--- src/rtl/reg_bank_reader_if.sv ---
`default_nettype none
// ============================================================================
//  Module      : reg_bank_reader_if
//  Description : Beat stream carrying register-bank words from the reader to
//                its consumer (valid/ready handshake with word index and a
//                last-beat marker).
//  Revision    : 1.0  initial release
// ============================================================================
interface reg_bank_reader_if #(
  parameter int WIDTH = 32,
  parameter int IDX_W = 4
);
  logic [WIDTH-1:0] out_data;
  logic [IDX_W-1:0] out_idx;
  logic             out_valid;
  logic             out_ready;
  logic             out_last;

  // Reader side: offers beats, observes acceptance.
  modport master (
    output out_data,
    output out_idx,
    output out_valid,
    output out_last,
    input  out_ready
  );

  // Consumer side: observes beats, grants acceptance.
  modport slave (
    input  out_data,
    input  out_idx,
    input  out_valid,
    input  out_last,
    output out_ready
  );
endinterface
`default_nettype wire

--- src/rtl/reg_bank_reader.sv ---
`default_nettype none
// ============================================================================
//  Module      : reg_bank_reader
//  Description : Captures a coherent snapshot of the whole register bank on a
//                start request and streams the words out one per beat.
//                Optional build macro REG_BANK_READER_CHECKSUM_EN appends a
//                final beat carrying the XOR of all captured words.
//  Revision    : 1.0  initial release
// ============================================================================
module reg_bank_reader #(
  parameter int WIDTH = 32,
  parameter int DEPTH = 8,
  parameter int IDX_W = $clog2(DEPTH + 1)
) (
  input  wire logic                   clk,
  input  wire logic                   clr,
  input  wire logic                   start,
  input  wire logic [WIDTH*DEPTH-1:0] bank_in,
  output logic                        busy,
  output logic                        done,
  reg_bank_reader_if.master           out_if
);

  localparam int               SEL_W    = $clog2(DEPTH);
  localparam logic [IDX_W-1:0] LAST_IDX = IDX_W'(DEPTH - 1);

  typedef enum logic [1:0] {
    S_IDLE   = 2'd0,
    S_STREAM = 2'd1,
`ifdef REG_BANK_READER_CHECKSUM_EN
    S_CHECK  = 2'd2,
`endif
    S_DONE   = 2'd3
  } state_t;

  state_t           state_q;
  logic [WIDTH-1:0] snap_q [DEPTH];
  logic [IDX_W-1:0] idx_q;
  logic [IDX_W-1:0] idx_d;
  logic             busy_q;
  logic             done_q;
  logic [WIDTH-1:0] data_q;
  logic [IDX_W-1:0] oidx_q;
  logic             valid_q;
  logic             last_q;

  assign idx_d = idx_q + IDX_W'(1);

`ifdef REG_BANK_READER_CHECKSUM_EN
  logic [WIDTH-1:0] csum_q;
  logic [WIDTH-1:0] csum_d;

  // XOR of the words being captured, so the checksum matches the snapshot.
  always_comb begin
    csum_d = '0;
    for (int k = 0; k < DEPTH; k++) begin
      csum_d = csum_d ^ bank_in[k*WIDTH +: WIDTH];
    end
  end
`endif

  // Control FSM: capture on start, advance one word per accepted beat.
  always_ff @(posedge clk) begin
    if (clr) begin
      state_q <= S_IDLE;
      for (int k = 0; k < DEPTH; k++) begin
        snap_q[k] <= '0;
      end
      idx_q   <= '0;
      busy_q  <= 1'b0;
      done_q  <= 1'b0;
      data_q  <= '0;
      oidx_q  <= '0;
      valid_q <= 1'b0;
      last_q  <= 1'b0;
`ifdef REG_BANK_READER_CHECKSUM_EN
      csum_q  <= '0;
`endif
    end else begin
      case (state_q)
        S_IDLE: begin
          if (start) begin
            for (int k = 0; k < DEPTH; k++) begin
              snap_q[k] <= bank_in[k*WIDTH +: WIDTH];
            end
`ifdef REG_BANK_READER_CHECKSUM_EN
            csum_q  <= csum_d;
`endif
            // First beat is loaded straight from the capture so it is
            // offered on the very next cycle.
            idx_q   <= '0;
            busy_q  <= 1'b1;
            valid_q <= 1'b1;
            data_q  <= bank_in[0 +: WIDTH];
            oidx_q  <= '0;
            last_q  <= 1'b0;
            state_q <= S_STREAM;
          end
        end

        S_STREAM: begin
          if (out_if.out_ready) begin
            if (idx_q == LAST_IDX) begin
`ifdef REG_BANK_READER_CHECKSUM_EN
              idx_q   <= idx_d;
              data_q  <= csum_q;
              oidx_q  <= idx_d;
              last_q  <= 1'b1;
              state_q <= S_CHECK;
`else
              valid_q <= 1'b0;
              last_q  <= 1'b0;
              done_q  <= 1'b1;
              state_q <= S_DONE;
`endif
            end else begin
              idx_q  <= idx_d;
              data_q <= snap_q[idx_d[SEL_W-1:0]];
              oidx_q <= idx_d;
`ifdef REG_BANK_READER_CHECKSUM_EN
              last_q <= 1'b0;
`else
              last_q <= (idx_d == LAST_IDX);
`endif
            end
          end
        end

`ifdef REG_BANK_READER_CHECKSUM_EN
        S_CHECK: begin
          if (out_if.out_ready) begin
            valid_q <= 1'b0;
            last_q  <= 1'b0;
            done_q  <= 1'b1;
            state_q <= S_DONE;
          end
        end
`endif

        S_DONE: begin
          done_q  <= 1'b0;
          busy_q  <= 1'b0;
          state_q <= S_IDLE;
        end

        default: begin
          busy_q  <= 1'b0;
          done_q  <= 1'b0;
          valid_q <= 1'b0;
          last_q  <= 1'b0;
          state_q <= S_IDLE;
        end
      endcase
    end
  end

  assign busy             = busy_q;
  assign done             = done_q;
  assign out_if.out_data  = data_q;
  assign out_if.out_idx   = oidx_q;
  assign out_if.out_valid = valid_q;
  assign out_if.out_last  = last_q;

endmodule
`default_nettype wire

--- src/flat_wrapper.sv ---
// flat-port wrapper written by rule: the top's interface ports become plain ports
module reg_bank_reader_flat 
#(
  parameter int WIDTH = 32,
  parameter int DEPTH = 8,
  parameter int IDX_W = $clog2(DEPTH + 1)
)
  (clk, clr, start, bank_in, busy, done, out_if_out_data, out_if_out_idx, out_if_out_valid, out_if_out_last, out_if_out_ready);
  reg_bank_reader_if #(.WIDTH(WIDTH), .IDX_W(IDX_W)) out_if_i ();
  input  wire logic clk;
  input  wire logic clr;
  input  wire logic start;
  input  wire logic [WIDTH*DEPTH-1:0] bank_in;
  output logic busy;
  output logic done;
  output wire logic [$bits(out_if_i.out_data)-1:0] out_if_out_data;
  output wire logic [$bits(out_if_i.out_idx)-1:0] out_if_out_idx;
  output wire logic [$bits(out_if_i.out_valid)-1:0] out_if_out_valid;
  output wire logic [$bits(out_if_i.out_last)-1:0] out_if_out_last;
  input wire logic [$bits(out_if_i.out_ready)-1:0] out_if_out_ready;
  assign out_if_out_data = out_if_i.out_data;
  assign out_if_out_idx = out_if_i.out_idx;
  assign out_if_out_valid = out_if_i.out_valid;
  assign out_if_out_last = out_if_i.out_last;
  assign out_if_i.out_ready = out_if_out_ready;
  reg_bank_reader #(.WIDTH(WIDTH), .DEPTH(DEPTH), .IDX_W(IDX_W)) u_core (.clk(clk), .clr(clr), .start(start), .bank_in(bank_in), .busy(busy), .done(done), .out_if(out_if_i));
endmodule
--- config.mk ---
export PLATFORM = sky130hd
export DESIGN_NAME = reg_bank_reader_flat
export DESIGN_NICKNAME = d
export VERILOG_FILES = /design/src/rtl/reg_bank_reader_if.sv /design/src/rtl/reg_bank_reader.sv /design/src/flat_wrapper.sv
export SDC_FILE = /design/constraint.sdc
export NUM_CORES = 1
export LEC_CHECK = 0
export ABC_AREA = 1
export BUFFER_PORTS_ARGS = -buffer_cell sky130_fd_sc_hd__buf_2
export CAP_MARGIN = 10
export CORE_MARGIN = 4
export CORE_UTILIZATION = 40
export CTS_CLUSTER_SIZE = 8
export DETAILED_ROUTE_END_ITERATION = 10
export PLACE_DENSITY = 0.66
export SLEW_MARGIN = 10
export SYNTH_ARGS = -nofsm -noshare
export SYNTH_HDL_FRONTEND = slang
export SYNTH_SLANG_ARGS = --single-unit
--- constraint.sdc ---
create_clock -name clk -period 26.7 [get_ports clk]
set_clock_uncertainty 0.1 [all_clocks]
set_input_delay 5.34 -clock clk [delete_from_list [all_inputs] [get_ports clk]]
set_output_delay 5.34 -clock clk [all_outputs]
set_load 0.02 [all_outputs]
Word level (Yosys, flattened, before mapping). Memory sizes are Yosys's and may differ from the RTL's. Cells that the tools add are included.

Memory bits (writable): 256. Bits of input ports: 260. Memories: 1. Register bits: 42.

Equality and inequality tests: 8. $add $sub $neg: 1. Reduce and logical (&&, ||, !) cells: 8. Bitwise logic cells: 11. Muxes and demuxes: 38.

Memories: u_core.snap_q (depth 8, bits a word 32, read ports 1, clocked after Yosys merged registers in 0, wr ports 8, line reg_bank_reader.sv:37) `logic [WIDTH-1:0] snap_q [DEPTH];`.

Operators with widths (count): $mux 32 (11); $pmux 32 s2 (1); $mux 1 (14); $mux 4 (3); $reduce_and 3->1 (3); $eq 4x3->1 const B (2); $or 1x1->1 (8); $pmux 4 s2 (1); $reduce_and 4->1 (2); $mux 2 (3); $ne 2x2->1 const B (3); $pmux 1 s3 (2); $add 4x1->4 const B (1); $pmux 1 s2 (2); $pmux 2 s2 (1); $not 1->1 (3); $eq 2x1->1 const B (1); $eq 2x2->1 const B (1); $logic_not 2->1 (1); $ne 2x1->1 const B (1); $reduce_and 2->1 (1); $reduce_bool 2->1 (1).

Longest topological paths before layout. Gate-level depths: netlist of run 1.

Depth in word-level cells: 5. Gate-level depth with buffers: 14. Gate-level depth less buffers: 10.

Worst setup path after synthesis of run 1. Ideal clock, no wire load.

Kind: input -> register. Start: in start. End: mem u_core.snap_q[0][0] (enable). Path buffers: 0. Cell stages on the path: 2. Path slack: 2.149 ns. Arrival time: 23.225 ns. Library setup time: 1.227 ns. Path through: nand2_1 o21ai_0.

RTL lines: start, declared (line flat_wrapper.sv:12) `input wire logic start;`; end, declared (line reg_bank_reader.sv:37).

==> results of run 1 <==
logic make-up (layout without fill, tap and decap cells):
| kind of cell | count (synthesis) | after routing | share of synthesized area, % |
|---|---|---|---|
| AND/OR/NAND/NOR | 779 | 779 | 21.13 |
| XOR/XNOR | 1 | 1 | 0.06217 |
| other | 0 | 1 | 0 |
| flip-flops | 298 | 298 | 60.53 |
| adder cells (fa/ha/maj) | 2 | 2 | 0.1776 |
| AO/OA/AOI/OAI | 194 | 194 | 7.033 |
| buffers and inverters | 386 | 684 | 11.07 |
power by group through the flow:
stage	logic [uW]	registers [uW]	clock network (uW)
floorplan	90.9	587	0
detailed placement	153	566	0
global route	173	560	534
finish	151	557	502
global placement	151	565	0
CTS	154	557	513
stage by stage:
stage	cells	area (sq um)	hold WS [ns]	util [%]
CTS	2413	17090	0.3545	49.34
finish	2414	17090	0.3536	49.35
global route	2414	17090	0.3816	49.35
global placement	2335	15830	0.3414	45.73
detailed placement	2335	15830	0.3468	45.73
floorplan	1660	14090	0.4037	-
placed cells by master, fill, tap and decap left out:
cell	instances
o21ai_1	48
nor2_4	2
buf_4	12
clkbuf_1	31
inv_1	289
a21oi_2	1
diode_2	1
a2111oi_0	1
dfxtp_4	1
ha_4	1
nand2_2	1
clkinv_1	1
clkinv_2	1
a21oi_1	15
nand3_2	1
nor2_1	526
a21oi_4	1
o21ai_4	1
xor2_1	1
dfxtp_1	41
edfxtp_1	256
inv_2	6
o21ai_0	126
buf_2	298
o22ai_1	1
clkbuf_16	45
nand3_1	22
nand2_1	226
inv_4	1
nand3_4	1
ha_1	1
state kept, by name (all words and copies together), names as in the netlist:
register and flops:
u_core.out_if.out_data 32, u_core.state_q 2, u_core.out_if.out_last 1, u_core.snap_q 256, u_core.done 1, u_core.busy 1, u_core.out_if.out_valid 1, u_core.idx_q 4
routing by layer:
| metal | vias up | GRT usage [%] | wire, microns |
|---|---|---|---|
| met5 | - | 0 | 0 |
| met4 | 0 | 6.025 | 904 |
| met3 | 57 | 3.469 | 2181 |
| met2 | 323 | 33.33 | 18720 |
| met1 | 5201 | 24.20 | 15770 |
| li1 | 5652 | - | - |
critical path, delay by kind of cell:
kind | cells | cell delay [ns]
AOI/OAI and AO/OA | 1 | 0.59
buffers and inverters | 3 | 2.25
cell type report:
cell class	instances	area, sq um	share of cell area, %
flip-flops and latches	298	8532	49.93
multi-input cells	976	4038	23.63
repair buffers	310	1582	9.255
clock buffers	76	1242	7.271
inverters	296	1114	6.517
well taps	455	569.3	3.332
clock inverters	2	8.758	0.05126
diodes	1	2.502	0.01464
path summary, 6_finish.rpt:
| check | startpoint | to | slack, ns | cells past startpoint |
|---|---|---|---|---|
| max | clr | u_core.snap_q[5][18] | 18.42 | 4 |
| min | u_core.busy | u_core.busy | 0.35 | 2 |
| max reg2reg | u_core.idx_q[0] | u_core.out_if.out_data[3] | 23.40 | 10 |
| min reg2reg | u_core.busy | u_core.busy | 0.35 | 2 |
==> results by group, run 1 <==
GRT
  – First-pass GRT wire length: between 50000 and 60000 microns
  – Largest net degree at the start of global routing: 95
  – Total track usage: between 10% and 20%
  – GR Overflow Total: 0
  – Initial antenna violation count: 1
  – Vias in the first global route: approximately 11000

CTS
  – Max Root-Sink Buffers: 3
  – CTS Hold Buffers Added: 0
  – Inserted Clock Buffers: 43
  – Root Driver: clkbuf_16
  – Post-CTS setup buffer count: 0
  – CTS tree: yes
  – # clock sinks: approximately 300
  – Clk slew on worst S/H paths: approximately 0.05 ns
  – Clk_lat worst skew: 0.51 ns
  – Post-CTS Resized: 0
  – Htree depth: 2

STA
  – Final setup viols: 0
  – Fin. max-slew vios: 0
  – Max-slew headroom: approximately 22%
  – Hold Vio Cnt, Final: 0
  – Slew @ Worst Pin: between 1 and 1.5 ns
  – Setup_tns: 0 ns
  – Final worst-path cycle share: about 31%
  – RSZ-0062 raised after global routing: false
  – Max Freq: between 0.1 and 0.15 GHz
  – Setup slack after layout: 18.42 ns
  – Final min period: between 8 and 9 ns

Floorplanning
  – Chip width: between 150 and 200 microns
  – Initial core utilization: roughly two fifths
  – Die H: between 150 and 200 microns
  – Placement Rows: 68
  – Core Region: 34630 sq um
  – IO Pins: 300
  – Total Die Area: approximately 38000 sq um

Min path
  – Hold Crit Class: reg2reg

Synthesis
  – Cells after Synth: around 1700
  – Seq cells post-synth: between 200 and 300
  – Average size of a mapped cell: ~8.5 sq um
  – Synth top cells by count: nor2_1 (526), inv_1 (291), edfxtp_1 (256), nand2_1 (226), o21ai_0 (127)
  – Register area share after synthesis: between 60% and 70%
  – Number of flops mapped to enable cells by yosys: ~260
  – Synth warn: 0
  – Top cell type's share of synthesized area: approximately 55%
  – Synth Flop Type: edfxtp_1
  – Syn nets: ~1900
  – Largest cells by area after synthesis: edfxtp_1 (55%), nor2_1 (14%), inv_1 (7.8%)
  – Most frequent cell after synthesis: nor2_1
  – Async S/R FF share, synth: 0%
  – Post-synth cell types: 24
  – Post-Syn Area: roughly 14000 sq um
  – Post-synth top area cell: edfxtp_1

Job
  – Maxcap violations: 0

Detailed routing
  – Post-Route WL: 37580 microns
  – DR WL/cell: about 16 microns
  – Post-route ant nets: 0
  – DRC errors left: 0
  – Via Count: between 10000 and 15000
  – DRT Pass-1 Iters: 5
  – Initial detailed-routing violation count: 648
  – DR vias/cell: around 4.7

Power
  – Sw Ratio: 25.00%
  – Power Density: slightly above 70 nW/um^2
  – Logic pwr share: 12.5%
  – Leakage power: about 0.0085 uW
  – Switch Pwr: 302.3 uW
  – Internal power: roughly 900 uW
  – Tot Pwr: 1210 uW
  – Clk network pwr share: 41.5%
  – Register share of total power: 46.0%
  – Maximum VDD drop: about 0.037 mV

Placement
  – Global placement routability congestion: 0.8176
  – HPWL after DPL: ~23000 microns
  – PortBufs: roughly 300
  – Dpl ws: roughly 18 ns

Layout
  – Fillcell total: 3299
  – Share of cells above drive strength 1: approximately a fifth
  – Area Growth Syn to Fin: 21.28%
  – Nets: around 2200

Worst setup path
  – WS Path Type: in2reg
  – CP max stage cell: buf_4
  – Crit-path cells: buf_4, inv_2, o21ai_4, buf_4
  – CP Capture Type: flip-flop
  – Largest stage delay on the critical path: 0.94 ns
  – CP dominant cell by count: buf_4
  – Crit path required time: 26.72 ns
  – Worst setup SP type: input port
  – Crit Path Max Fanout: 85
  – Crit path DAT: 8.30 ns

Outcome
  – Status: finished clean
Power figures use the tool's default switching activity.
==> run 2: changes to the inputs <==
==> constraint.sdc (replaced) <==
create_clock -name clk -period 8.2 [get_ports clk]
set_clock_uncertainty 0.1 [all_clocks]
set_input_delay 1.64 -clock clk [delete_from_list [all_inputs] [get_ports clk]]
set_output_delay 1.64 -clock clk [all_outputs]
set_load 0.02 [all_outputs]
==> run 2 against run 1 <==
  * Power increased to 3.3 times the previous value
  * Final area grew 0.11%
  * Clock power rose to 3.3 times the previous value
  * Sequential power rose to 3.3 times the previous value
  * Global-route usage decreased by 0.092 points
  * Combinational power grew to 3.2 times the previous value
  * Register-to-register slack worse by 19 ns
  * Worst hold slack worse by 0.0033 ns
  * Critical path type unchanged
  * Largest cell class unchanged
==> results by group, run 2 (synthesized netlist as in run 1, its figures left out) <==
Layout
  – Final Non-Filler Cells: 2415 (+0.041%)
  – Max reg flops: 256 (unchanged)
  – Largest Register: u_core.snap_q
  – Most common cell after layout, fill and taps aside: nor2_1
  – Area Growth Syn to Fin: 21.41%
  – Fillcell total: 3295 (-0.12%)
  – Share of cells above drive strength 1: 19.09% (+0.041 points)
  – Nets: 2186 (-0.046%)
  – Most frequent cells in the layout: nor2_1 (526), buf_2 (298), inv_1 (289)

CTS
  – Clk_lat worst skew: 0.52 ns (about the same)
  – CTS tree: yes
  – Post-CTS setup buffer count: 0 (unchanged)
  – # clock sinks: 298 (unchanged)
  – Htree depth: 2 (unchanged)
  – Max Root-Sink Buffers: 3 (unchanged)
  – Inserted Clock Buffers: 43 (unchanged)
  – CTS Hold Buffers Added: 0 (unchanged)
  – Clk slew on worst S/H paths: 0.05 ns (about the same)
  – Post-CTS Resized: 0 (unchanged)
  – Root Driver: clkbuf_16

Floorplanning
  – Core Region: 34630 sq um (unchanged)
  – Placement Rows: 68 (unchanged)
  – Die H: 195.7 microns (unchanged)
  – Chip width: 195.7 microns (unchanged)
  – IO Pins: 300 (unchanged)
  – Total Die Area: 38290 sq um (unchanged)
  – Initial core utilization: 40.69% (unchanged)

Worst setup path
  – WS Path Type: in2reg
  – Crit Path Max Fanout: 91 (+7.1%)
  – R2R cell count: 9 (-1)
  – CP max stage cell: nand3_4
  – CP dominant cell by count: buf_4
  – Crit path DAT: 4.82 ns (-3.48 ns)
  – Reg2reg setup slack: 4.87 ns (-18.53 ns)
  – RR Endpoint: u_core.out_if.out_data[26]
  – Crit-path cells: buf_4, inv_2, nand3_4, buf_4, nor2_1
  – Worst setup SP type: input port
  – Crit path required time: 8.34 ns (-18.38 ns)
  – Largest stage delay on the critical path: 0.91 ns (-0.03 ns)
  – R2r startpoint: u_core.idx_q[0]
  – CP Capture Type: flip-flop

Placement
  – Placed Instances: 2334 (-0.043%)
  – PortBufs: 299 (unchanged)
  – Dpl ws: 2.899 ns (-14.97 ns)
  – HPWL after DPL: 23270 microns (+0.29%)
  – Global placement routability congestion: 0.7972 (-2.5%)

Job
  – Maxcap violations: 0 (unchanged)

GRT
  – Initial antenna violation count: 2 (+1)
  – Largest net degree at the start of global routing: 140 (+47%)
  – Vias in the first global route: 11560 (+1.7%)
  – Total track usage: 19.01% (-0.092 points)
  – GR Overflow Total: 0 (unchanged)
  – First-pass GRT wire length: 58880 microns (about the same)

Detailed routing
  – DR WL/cell: 15.47 microns (-0.63%)
  – Via Count: 11320 (+0.79%)
  – DR vias/cell: 4.688 (+0.75%)
  – DRC errors left: 0 (unchanged)
  – Post-Route WL: 37360 microns (-0.59%)
  – Initial detailed-routing violation count: 719 (+11%)
  – Post-route ant nets: 0 (unchanged)
  – DRT Pass-1 Iters: 5 (unchanged)

Outcome
  – Status: finished clean

STA
  – Max Freq: between 0.2 and 0.25 GHz
  – Setup slack after layout: 3.518 ns (-14.90 ns)
  – Slew @ Worst Pin: 1.134 ns (-0.02688 ns)
  – Hold Slack: 0.3503 ns (-0.003302 ns)
  – Hold Vio Cnt, Final: 0 (unchanged)
  – Fin. max-slew vios: 0 (unchanged)
  – Final worst-path cycle share: a little under three fifths
  – Final setup viols: 0 (unchanged)
  – Max-slew headroom: 24.23% (+1.8 points)
  – Final min period: ~4.7 ns
  – RSZ-0062 raised after global routing: false
  – Setup_tns: 0 ns (unchanged)

Power
  – Leakage power: 0.008493 uW (about the same)
  – Power Density: 230.6 nW/um^2 (+230%)
  – Maximum VDD drop: 0.1410 mV (+280%)

Min path
  – WHS Endpoint: u_core.busy
  – Hold Crit Class: reg2reg
  – Hold_sp: u_core.busy
  – Hold Path Stages: 2 (unchanged)
-- run 2: changes by cell type in the layout (fill, tap and decap cells not counted) --
| cell | delta |
|---|---|
| clkbuf_16 | -1 |
| clkinv_1 | -1 |
| clkinv_8 | +1 |
| clkbuf_1 | +1 |
| buf_12 | +1 |
| inv_6 | +1 |
| buf_4 | -2 |
| clkbuf_8 | +1 |
-- run 2: how the worst max path moves through the flow --
| stage | start | endpoint | slack (ns) | depth (start not counted) |
|---|---|---|---|---|
| 6_report | clr | u_core.snap_q[5][12] | 3.52 | 5 |
| 5_1_grt | clr | u_core.snap_q[5][12] | 3.18 | 5 |
| 4_1_cts | clr | u_core.snap_q[2][4] | 3.46 | 5 |
| 3_5_place_dp | clr | u_core.snap_q[2][4] | 2.90 | 5 |
| 3_3_place_gp | clr | u_core.snap_q[5][29] | 3.02 | 5 |
| 2_1_floorplan | start | u_core.snap_q[0][0] | 1.79 | 2 |
-- run 2: routing by layer --
metal / global-route usage (%) / vias up / wire length [microns]
li1: - / 5658 / -
met1: 24.51 / 5251 / 15820
met2: 32.76 / 350 / 18000
met3: 3.624 / 61 / 2581
met4: 5.612 / 2 / 941
met5: 0 / - / 13
-- run 2: worst max-delay path, delay by kind of cell --
| family | cells | cell delay, ns |
|---|---|---|
| simple gates | 2 | 1.03 |
| buf+inv | 3 | 2.01 |
-- run 2: per-stage QoR --
stage	area [sq um]	power [uW]	util, %
2_1_floorplan	14100	2160	-
4_1_cts	17100	3982	49.39
3_3_place_gp	15840	2329	45.74
5_1_grt	17110	4118	49.40
6_report	17110	3944	49.40
3_5_place_dp	15840	2338	45.74
-- run 2: cell type report --
type	instances	area (sq um)	area share (%)
antenna	1	2.502	0.01463
tap	455	569.3	3.328
timing repair buffer	309	1587	9.274
sequential	298	8532	49.88
inverter	296	1114	6.510
clock buffer	77	1235	7.219
multi-input combinational	976	4038	23.60
clock inverter	3	30.03	0.1755
-- run 2: report_power, final --
group          internal (uW)  leakage, uW  switching, uW
combinational            163      0.00479            319
sequential              1780      0.00310           44.2
clock                   1010     0.000603            629
==> run 3: changes to the inputs <==
--- a/config.mk
+++ b/config.mk
@@ -5,7 +5,7 @@
 export SDC_FILE = /design/constraint.sdc
 export NUM_CORES = 1
 export LEC_CHECK = 0
-export ABC_AREA = 1
+export ABC_AREA = 0
 export BUFFER_PORTS_ARGS = -buffer_cell sky130_fd_sc_hd__buf_2
 export CAP_MARGIN = 10
 export CORE_MARGIN = 4
==> constraint.sdc (replaced) <==
create_clock -name clk -period 4.5 [get_ports clk]
set_clock_uncertainty 0.1 [all_clocks]
set_input_delay 0.9 -clock clk [delete_from_list [all_inputs] [get_ports clk]]
set_output_delay 0.9 -clock clk [all_outputs]
set_load 0.02 [all_outputs]
==> run 3 against run 2 <==
  * Synthesized area is 8.4% lower
  * Combinational power rose by 35%
  * Die area is 8.1% lower
  * Critical path type is now reg2out
  * Largest power group unchanged
  * Highest routed layer is now met4
==> results by group, run 3 <==
GRT
  – First-pass GRT wire length: 49180 microns (-16%)
  – Total track usage: 17.69% (-1.3 points)
  – Vias in the first global route: 8695 (-25%)
  – Largest net degree at the start of global routing: 171 (+22%)
  – Initial antenna violation count: 0 (-2)
  – GR Overflow Total: 0 (unchanged)

STA
  – RSZ-0062 raised after global routing: false
  – Max Freq: approximately 0.30 GHz
  – Setup_tns: 0 ns (unchanged)
  – Hold Vio Cnt, Final: 0 (unchanged)
  – Final min period: 3.357 ns
  – Fin. max-slew vios: 0 (unchanged)
  – Max-slew headroom: 23.41% (-0.83 points)
  – Final worst-path cycle share: around 75%
  – Final setup viols: 0 (unchanged)
  – Slew @ Worst Pin: 1.146 ns (+0.01267 ns)

Layout
  – Area Growth Syn to Fin: 23.99%
  – N_diodes: 0 (-1)
  – Final core utilization: 50.43% (+1.0 points)
  – Largest Register: u_core.snap_q
  – Fillcell total: 2754 (-16%)
  – Most common cell after layout, fill and taps aside: buf_2
  – Share of cells above drive strength 1: 36.40% (+17 points)
  – Nets: 1405 (-36%)
  – Most frequent cells in the layout: buf_2 (298), edfxtp_1 (256), and2_1 (192)
  – Max reg flops: 256 (unchanged)
  – Final Non-Filler Cells: 1575 (-35%)

Floorplanning
  – Chip width: 187.6 microns (-4.1%)
  – Initial core utilization: 40.67% (about the same)
  – IO Pins: 300 (unchanged)
  – Die H: 187.6 microns (-4.1%)
  – Placement Rows: 65 (-4.4%)
  – Total Die Area: 35190 sq um (-8.1%)
  – Core Region: 31720 sq um (-8.4%)

Placement
  – PortBufs: 299 (unchanged)
  – HPWL after DPL: 19900 microns (-15%)
  – Placed Instances: 1500 (-36%)
  – Global placement routability congestion: 0.7559 (-5.2%)

Detailed routing
  – Post-route ant nets: 0 (unchanged)
  – DR vias/cell: 5.133 (+9.5%)
  – DR WL/cell: 20.25 microns (+31%)
  – Via Count: 8085 (-29%)
  – Post-Route WL: 31900 microns (-15%)
  – DRC errors left: 0 (unchanged)
  – Initial detailed-routing violation count: 545 (-24%)
  – DRT Pass-1 Iters: 5 (unchanged)

Worst setup path
  – CP max stage cell: buf_4
  – WS Path Type: reg2out
  – Worst setup SP type: flip-flop
  – Crit path required time: 3.50 ns (-4.84 ns)
  – Crit Path Max Fanout: 50 (-45%)
  – Largest stage delay on the critical path: 0.87 ns (-0.04 ns)
  – Crit-path cells: buf_4, buf_2
  – CP Capture Type: output port
  – Crit path DAT: 2.36 ns (-2.46 ns)

CTS
  – Root Driver: clkbuf_16
  – CTS Hold Buffers Added: 0 (unchanged)
  – Clk_lat worst skew: 0.52 ns (about the same)
  – Post-CTS Resized: 0 (unchanged)
  – Max Root-Sink Buffers: 3 (unchanged)
  – # clock sinks: 298 (unchanged)
  – Htree depth: 2 (unchanged)
  – CTS tree: yes
  – Post-CTS setup buffer count: 0 (unchanged)
  – Clk slew on worst S/H paths: 0.05 ns (about the same)
  – Inserted Clock Buffers: 43 (unchanged)

Synthesis
  – Most frequent cell after synthesis: edfxtp_1
  – Syn nets: 1121 (-42%)
  – Average size of a mapped cell: 15.02 sq um (+77%)
  – Synth top cells by count: edfxtp_1 (256), and2_1 (192), nor2b_1 (66), mux4_2 (64), clkbuf_1 (48)
  – Post-synth top area cell: edfxtp_1
  – Synth Flop Type: edfxtp_1
  – Post-synth cell types: 32 (+33%)
  – Async S/R FF share, synth: 0% (unchanged)
  – Largest cells by area after synthesis: edfxtp_1 (60%), mux4_2 (11%), and2_1 (9.3%)
  – Post-Syn Area: 12900 sq um (-8.4%)
  – Top cell type's share of synthesized area: 59.59% (+5.0 points)
  – Seq cells post-synth: 298 (unchanged)
  – Cells after Synth: 859 (-48%)
  – Register area share after synthesis: 66.10% (+5.6 points)
  – Number of flops mapped to enable cells by yosys: 256 (unchanged)
  – Synth warn: 0 (unchanged)

Job
  – Maxcap violations: 0 (unchanged)

Power
  – Power Density: 434.2 nW/um^2 (+88%)
  – Register share of total power: 47.7% (+1.5 points)
  – Maximum VDD drop: 0.3039 mV (+120%)
  – Tot Pwr: 6946 uW (+76%)
  – Clk network pwr share: 43.0% (+1.4 points)
  – Logic pwr share: 9.3% (-2.9 points)
  – Internal power: 5376 uW (+82%)
  – Leakage power: 0.006365 uW (-25%)
  – Switch Pwr: 1569 uW (+58%)
  – Sw Ratio: 22.60% (-2.6 points)

Outcome
  – Status: finished clean

Min path
  – Hold Crit Class: reg2reg
run 3: changes by cell type in the layout (fill, tap and decap cells not counted), sizes merged, moves of 23 or more:
| cell | before | now |
|---|---|---|
| nor2 | 528 | 38 |
| inv | 297 | 5 |
| nand2 | 227 | 5 |
| and2 | 0 | 192 |
| o21ai | 175 | 1 |
| nor2b | 0 | 66 |
| mux4 | 0 | 64 |
| a211oi | 0 | 33 |
| a22oi | 0 | 32 |
| nand3 | 24 | 1 |
run 3: power groups by stage:
| stage | clock network [uW] | logic, uW | registers [uW] |
|---|---|---|---|
| 5_1_grt | 3190 | 712 | 3330 |
| 2_1_floorplan | 0 | 368 | 3380 |
| 4_1_cts | 3050 | 660 | 3310 |
| 3_3_place_gp | 0 | 650 | 3360 |
| 3_5_place_dp | 0 | 657 | 3360 |
| 6_report | 2990 | 649 | 3310 |
run 3: logic make-up (layout without fill, tap and decap cells):
logic type	after synthesis	count (layout)	synth area share (%)
compound gates	108	108	5.654
xor+xnor	2	2	0.1358
fa+ha+maj	2	2	0.1939
buf+inv	71	385	2.298
flops	298	298	66.10
mux	64	64	11.17
simple gates	314	314	14.44
run 3: critical path, delay by kind of cell (launching register included):
family   cells  cell delay (ns)
buf+inv      2             1.20
flops        1             0.60
run 3: area by class of cell:
| class | instances | area [sq um] | share of cell area [%] |
|---|---|---|---|
| Sequential cell | 298 | 8532 | 53.34 |
| Multi-Input combinational cell | 490 | 4135 | 25.85 |
| Timing Repair Buffer | 307 | 1572 | 9.824 |
| Clock buffer | 72 | 1185 | 7.407 |
| Tap cell | 402 | 503.0 | 3.144 |
| Clock inverter | 3 | 58.81 | 0.3676 |
| Inverter | 3 | 11.26 | 0.07039 |
run 3: routing by layer:
| metal | up-vias | share of wire, % | GRT usage (%) |
|---|---|---|---|
| met5 | - | 0 | 0 |
| met4 | 0 | 1.8 | 4.404 |
| met3 | 51 | 8.2 | 4.728 |
| met2 | 295 | 48 | 28.95 |
| met1 | 3977 | 42 | 23.76 |
| li1 | 3762 | - | - |
run 3: final timing paths:
kind                     startpoint                    endpoint  slack (ns)  cells past startpoint
setup / recovery    u_core.idx_q[0]           out_if_out_idx[0]        1.14                      2
hold / removal          u_core.busy                 u_core.busy        0.36                      2
setup reg to reg  u_core.state_q[1]  u_core.out_if.out_data[15]        1.56                      5
hold reg to reg         u_core.busy                 u_core.busy        0.36                      2
run 3: stage by stage:
| stage | cell area [sq um] | hold WS [ns] | setup slack [ns] |
|---|---|---|---|
| global placement | 14750 | 0.3613 | 1.598 |
| finish | 16000 | 0.3593 | 1.143 |
| global route | 16000 | 0.3880 | 0.8731 |
| floorplan | 12910 | 0.4307 | -0.8511 |
| detailed placement | 14750 | 0.3566 | 1.535 |
| CTS | 16000 | 0.3651 | 1.016 |
